===== config.mk =====
export PLATFORM = sky130hd
export DESIGN_NAME = sr_latch_driver_flat
export DESIGN_NICKNAME = d
export VERILOG_FILES = /design/src/rtl/sr_latch_driver_pkg.sv /design/src/rtl/sr_latch_driver_if.sv /design/src/rtl/sr_latch_driver_sync_2ff.sv /design/src/rtl/sr_latch_driver.sv /design/src/flat_wrapper.sv
export SDC_FILE = /design/constraint.sdc
export NUM_CORES = 1
export LEC_CHECK = 0
export ABC_CLOCK_PERIOD_IN_PS = 3550
export CAP_MARGIN = 20
export CORE_MARGIN = 2
export CORE_UTILIZATION = 40
export CTS_BUF_LIST = sky130_fd_sc_hd__clkbuf_16
export DETAILED_ROUTE_END_ITERATION = 10
export PLACE_DENSITY = 0.65
export SLEW_MARGIN = 15
export SYNTH_ARGS = -nofsm -noshare
export SYNTH_HDL_FRONTEND = slang
export SYNTH_SLANG_ARGS = --single-unit

===== constraint.sdc =====
create_clock -name clk -period 3.55 [get_ports clk]
set_input_delay 1.065 -clock clk [delete_from_list [all_inputs] [get_ports clk]]
set_output_delay 1.065 -clock clk [all_outputs]
set_load 0.01 [all_outputs]

===== src/rtl/sr_latch_driver_pkg.sv =====
// Shared types and constants for the SR latch driver.
// The helper sizes the shared pulse/gap down-counter.
package sr_latch_pkg;

   typedef enum logic [1:0] {
      IDLE  = 2'd0,
      PULSE = 2'd1,
      GAP   = 2'd2,
      CHECK = 2'd3
   } state_t;

   localparam logic CMD_SET   = 1'b1;
   localparam logic CMD_RESET = 1'b0;

   function automatic int max2(input int a, input int b);
      return (a > b) ? a : b;
   endfunction

endpackage


===== src/rtl/sr_latch_driver_if.sv =====
// Command handshake into the SR latch driver: valid/ready plus direction bit.
// Master issues commands; slave (the driver) accepts only while idle.
interface sr_latch_driver_if;

   logic cmd_valid;
   logic cmd_set;
   logic cmd_ready;

   modport master (output cmd_valid, output cmd_set, input cmd_ready);
   modport slave  (input cmd_valid, input cmd_set, output cmd_ready);

endinterface


===== src/rtl/sr_latch_driver_sync_2ff.sv =====
// Two-flop synchronizer with a selectable reset value; 2-cycle latency.
// No handshake: the sampled value simply follows d.
module sync_2ff #(
   parameter logic RST_VAL = 1'b0
) (
   input  logic clk,
   input  logic rst_n,
   input  logic d,
   output logic q
);

   logic meta_q, meta_d;
   logic sync_q, sync_d;

   always_comb begin
      meta_d = d;
      sync_d = meta_q;
   end

   always_ff @(posedge clk or negedge rst_n) begin
      if (!rst_n) begin
         meta_q <= RST_VAL;
         sync_q <= RST_VAL;
      end else begin
         meta_q <= meta_d;
         sync_q <= sync_d;
      end
   end

   assign q = sync_q;

endmodule


===== src/rtl/sr_latch_driver.sv =====
// Turns set/reset commands into fixed-width S/R pulses, guard gap, then readback check.
// done lands PULSE_CYCLES+GAP_CYCLES+1 cycles after accept; cmd_ready is high only in IDLE.
module sr_latch_driver
   import sr_latch_pkg::*;
#(
   parameter int PULSE_CYCLES = 4,
   parameter int GAP_CYCLES   = 2
) (
   input  logic                clk,
   input  logic                rst_n,
   sr_latch_driver_if.slave    cmd,
   output logic                S,
   output logic                R,
   input  logic                Q,
   input  logic                Qbar,
   output logic                done,
   output logic                fault,
   output logic                state_q,
   output logic                invalid
);

   if (PULSE_CYCLES < 1) begin : g_bad_pulse
      $error("PULSE_CYCLES must be >= 1");
   end
   if (GAP_CYCLES < 1) begin : g_bad_gap
      $error("GAP_CYCLES must be >= 1");
   end

   localparam int CW = $clog2(max2(PULSE_CYCLES, GAP_CYCLES) + 1);
   localparam logic [CW-1:0] P_LOAD = CW'(PULSE_CYCLES - 1);
   localparam logic [CW-1:0] G_LOAD = CW'(GAP_CYCLES - 1);

   state_t          fsm_q, fsm_d;
   logic [CW-1:0]   cnt_q, cnt_d;
   logic            exp_q, exp_d;
   logic            s_q, s_d;
   logic            r_q, r_d;
   logic            invalid_q, invalid_d;
   logic            q_sync, qbar_sync;
   logic            accept;

   // Latch outputs are asynchronous; reset values encode a valid "cleared" latch.
   sync_2ff #(.RST_VAL(1'b0)) u_sync_q (
      .clk   (clk),
      .rst_n (rst_n),
      .d     (Q),
      .q     (q_sync)
   );

   sync_2ff #(.RST_VAL(1'b1)) u_sync_qbar (
      .clk   (clk),
      .rst_n (rst_n),
      .d     (Qbar),
      .q     (qbar_sync)
   );

   assign accept = cmd.cmd_valid && (fsm_q == IDLE);

   always_ff @(posedge clk or negedge rst_n) begin
      if (!rst_n) begin
         fsm_q     <= IDLE;
         cnt_q     <= '0;
         exp_q     <= CMD_RESET;
         s_q       <= 1'b0;
         r_q       <= 1'b0;
         invalid_q <= 1'b0;
      end else begin
         fsm_q     <= fsm_d;
         cnt_q     <= cnt_d;
         exp_q     <= exp_d;
         s_q       <= s_d;
         r_q       <= r_d;
         invalid_q <= invalid_d;
      end
   end

   always_comb begin
      fsm_d = fsm_q;
      cnt_d = cnt_q;
      exp_d = exp_q;
      case (fsm_q)
         IDLE: begin
            if (accept) begin
               fsm_d = PULSE;
               cnt_d = P_LOAD;
               exp_d = cmd.cmd_set;
            end
         end
         PULSE: begin
            if (cnt_q == '0) begin
               fsm_d = GAP;
               cnt_d = G_LOAD;
            end else begin
               cnt_d = cnt_q - CW'(1);
            end
         end
         GAP: begin
            if (cnt_q == '0) begin
               fsm_d = CHECK;
            end else begin
               cnt_d = cnt_q - CW'(1);
            end
         end
         CHECK: begin
            fsm_d = IDLE;
            cnt_d = '0;
         end
         default: begin
            fsm_d = IDLE;
            cnt_d = '0;
         end
      endcase
      // Pulse drives are registered from the next state so S/R leave clean flops.
      s_d       = (fsm_d == PULSE) && (exp_d == CMD_SET);
      r_d       = (fsm_d == PULSE) && (exp_d == CMD_RESET);
      invalid_d = (q_sync == qbar_sync);
   end

   always_comb begin
      cmd.cmd_ready = (fsm_q == IDLE);
      S             = s_q;
      R             = r_q;
      done          = (fsm_q == CHECK);
      fault         = (fsm_q == CHECK) && ((q_sync != exp_q) || invalid_q);
      state_q       = q_sync;
      invalid       = invalid_q;
   end

endmodule


===== src/flat_wrapper.sv =====
// flat-port wrapper written by rule: the top's interface ports become plain ports
module sr_latch_driver_flat import sr_latch_pkg::*;
#(
   parameter int PULSE_CYCLES = 4,
   parameter int GAP_CYCLES   = 2
)
  (clk, rst_n, S, R, Q, Qbar, done, fault, state_q, invalid, cmd_cmd_valid, cmd_cmd_set, cmd_cmd_ready);
  sr_latch_driver_if cmd_i ();
  input  logic clk;
  input  logic rst_n;
  output logic S;
  output logic R;
  input  logic Q;
  input  logic Qbar;
  output logic done;
  output logic fault;
  output logic state_q;
  output logic invalid;
  input wire logic [$bits(cmd_i.cmd_valid)-1:0] cmd_cmd_valid;
  input wire logic [$bits(cmd_i.cmd_set)-1:0] cmd_cmd_set;
  output wire logic [$bits(cmd_i.cmd_ready)-1:0] cmd_cmd_ready;
  assign cmd_i.cmd_valid = cmd_cmd_valid;
  assign cmd_i.cmd_set = cmd_cmd_set;
  assign cmd_cmd_ready = cmd_i.cmd_ready;
  sr_latch_driver #(.PULSE_CYCLES(PULSE_CYCLES), .GAP_CYCLES(GAP_CYCLES)) u_core (.clk(clk), .rst_n(rst_n), .cmd(cmd_i), .S(S), .R(R), .Q(Q), .Qbar(Qbar), .done(done), .fault(fault), .state_q(state_q), .invalid(invalid));
endmodule

==> run_results.csv <==
group,metric,value,unit
timing,worst_slew_pin_slew,554,ps
setup_path,crit_path_max_fanout,11,
clock_network,root_buffer,"clkbuf_16",
timing,fin_crit,2660,ps
timing,fin_skew,1.65,ps
timing,maxSlewViolCount,0,
clock_network,ctsHoldBuffers,0,
synthesis,synthFlopType,"dfrtp_1",
placed_design,gp_congestion,0.751,
placed_design,place_hpwl,751,um
grt,overflow,0,
synthesis,synth_cells,53,
min_path,min_path_cells,0,
clock_network,cts-htree-levels,1,
cells_and_area,num_antenna_cells,0,
timing,slew_headroom,63.0,%
floorplan,core_region_area,1350,um^2
synthesis,async_reset_ff_share,100,%
setup_path,cp.depth,3,
setup_path,worst-setup-path-type,"flip-flop to output port",
setup_path,startpoint_type,"flip-flop",
synthesis,yosysUniqueCellTypes,30,
route,route.vias.total,408,
clock_network,clkTransAtPathRegs,40,ps
synthesis,yosysTopAreaCell,"dfrtp_1",
floorplan,die_x,42.8,um
route,vias_per_cell,4.98,
pwr,irDropWorstVdd,543,uV
timing,tns,0,ps
timing,rsz0062_at_grt,"false",
run,drv_cap,0,
setup_path,critPathSlowestCell,"dfrtp_1",
pwr,p_leak,0.354,nW
route,totalWireLength,1030,um
setup_path,required,2480,ps
setup_path,cp.arrival,1600,ps
synthesis,synth_top_cell_area_share,45.8,%
clock_network,clock_path_buffers,2,
timing,fmax,376,MHz
synthesis,synth_enable_flop_cells,0,
cells_and_area,final_common_cell,"clkdlybuf4s50_1",
clock_network,postCtsResizedCells,0,
min_path,hold_class,"flip-flop to flip-flop",
setup_path,cp_top_family,"flip-flops",
cells_and_area,syn_to_final_growth,34.6,%
route,wire_per_inst,12.6,um
clock_network,cts_buffers,3,
floorplan,die-height,42.8,um
synthesis,synth_area_leaders,"dfrtp_1 (46%), dfstp_2 (8.8%), ha_1 (4.2%)",
setup_path,critPathBufInv,1,
synthesis,synth_seq_cells,13,
pwr,cellPowerDensity,881,nW/um^2
run_status,status,"finished, final reports clean",
synthesis,seq_area_frac_synth,54.6,%
setup_path,rr_worst_depth,5,
route,drt_iter0_drc,2,
synthesis,syn-num-nets,61,
route,drtPass1Iterations,5,
placed_design,io_buffers,12,
grt,grt_max_degree,14,
cells_and_area,final_nets,76,
grt,track_usage,13.7,%
timing,fin_hold_ws,353,ps
setup_path,reg2reg_slack,2080,ps
timing,setup_viol,0,
timing,post-route-period-util,75.0,%
grt,grt_pass1_vias,380,
route,antenna_left,0,
cells_and_area,final_cell_mix,"clkdlybuf4s50_1 (12), dfrtp_1 (11), inv_1 (4), nor2_1 (3), clkbuf_16 (3)",
cells_and_area,drive_above_1_share,11.9,%
setup_path,endpoint_kind,"output port",
floorplan,start_util,44.5,%
floorplan,core.rowCount,13,
clock_network,cts_tree,"built",
setup_path,critical-path-max-stage-delay,520,ps
clock_network,cts_sinks,13,
setup_path,worstPathCellList,"and2_1 > o21a_1 > clkdlybuf4s50_1",
timing,hold_viol,0,
grt,antenna_found_initial,0,
floorplan,die-area,1830,um^2
synthesis,yosysWarningCount,0,
grt,grt_pass1_wl,1870,um
synthesis,avgSynthCellArea,11.3,um^2
clock_network,cts_setup_buffers,0,
route,route.detailed.drc,0,
synthesis,syn-cell-area,601,um^2
floorplan,io-pin-count,13,
clock_network,insertion_delay,240,ps
-- synth_stat cells (2+ instances only) --
library cell,count
ha_1,2
dfrtp_1,11
dfstp_2,2
a21oi_1,2
and2_1,2
nand2b_1,2
o21ai_0,2
buf_2,2
xnor2_1,2
inv_1,3
nor2_1,3
nand2_1,2
-- state kept, by name, summed over array words and instances, names as in the netlist --
name and flops:
u_core.cnt_q 3, u_core.fsm_q 2, u_core.R 1, u_core.S 1, u_core.exp_q 1, u_core.invalid 1
u_core.u_sync_q.meta_q 1, u_core.u_sync_q.q 1, u_core.u_sync_qbar.meta_q 1, u_core.u_sync_qbar.q 1
-- area by class of cell --
class                           count  area [um^2]
Fill cell                         114          542
Sequential cell                    13          328
Multi-Input combinational cell     35          251
Timing Repair Buffer               12          120
Clock buffer                        3         75.1
Tap cell                           15         18.8
Inverter                            3         11.3
Clock inverter                      1         3.75
-- cell families (layout without fill, tap and decap cells) --
logic type | Yosys count | after routing | share of synthesized area, %
AOI/OAI and AO/OA | 12 | 12 | 13.5
xor gates and xnor gates | 3 | 3 | 4.38
adders and majority gates | 2 | 2 | 4.17
buffers and inverters | 5 | 19 | 3.54
DFF | 13 | 13 | 54.6
muxes | 2 | 2 | 3.54
and+or+nand+nor | 16 | 16 | 16.2
-- report_power, final --
group          total [W]  switching, W  leakage (nW)  internal, W
registers       0.000241     0.0000461         0.154     0.000195
clock network   0.000207     0.0000584        0.0423     0.000148
logic           0.000265      0.000118         0.157     0.000147
-- worst paths after layout --
check | startpoint | end
max in group asynchronous | rst_n | u_core.u_sync_qbar.meta_q
worst max register to register | u_core.cnt_q[0] | u_core.cnt_q[0]
min in group asynchronous | rst_n | u_core.S
worst max-delay path | u_core.fsm_q[1] | fault
worst min register to register | u_core.u_sync_qbar.meta_q | u_core.u_sync_qbar.q
worst min-delay path | u_core.u_sync_qbar.meta_q | u_core.u_sync_qbar.q
-- routing by layer --
metal	vias up	global-route usage, %	wire (um)
li1	209	-	-
met4	0	3.75	13
met5	-	0	0
met3	2	5.53	54
met1	190	20.5	526
met2	7	17.9	440
-- through the flow --
step	power, W	worst slack (ps)	utilization (%)	instances	instance area, um^2
after floorplan	0.000425	1610	-	53	601
after CTS	0.000719	880	59.9	82	808
after detailed placement	0.000508	1140	54.0	78	729
after global placement	0.000505	1160	54.0	78	729
after global routing	0.000760	790	59.9	82	808
final	0.000712	887	59.9	82	808
Note: power is estimated with default switching activity, not from simulation.
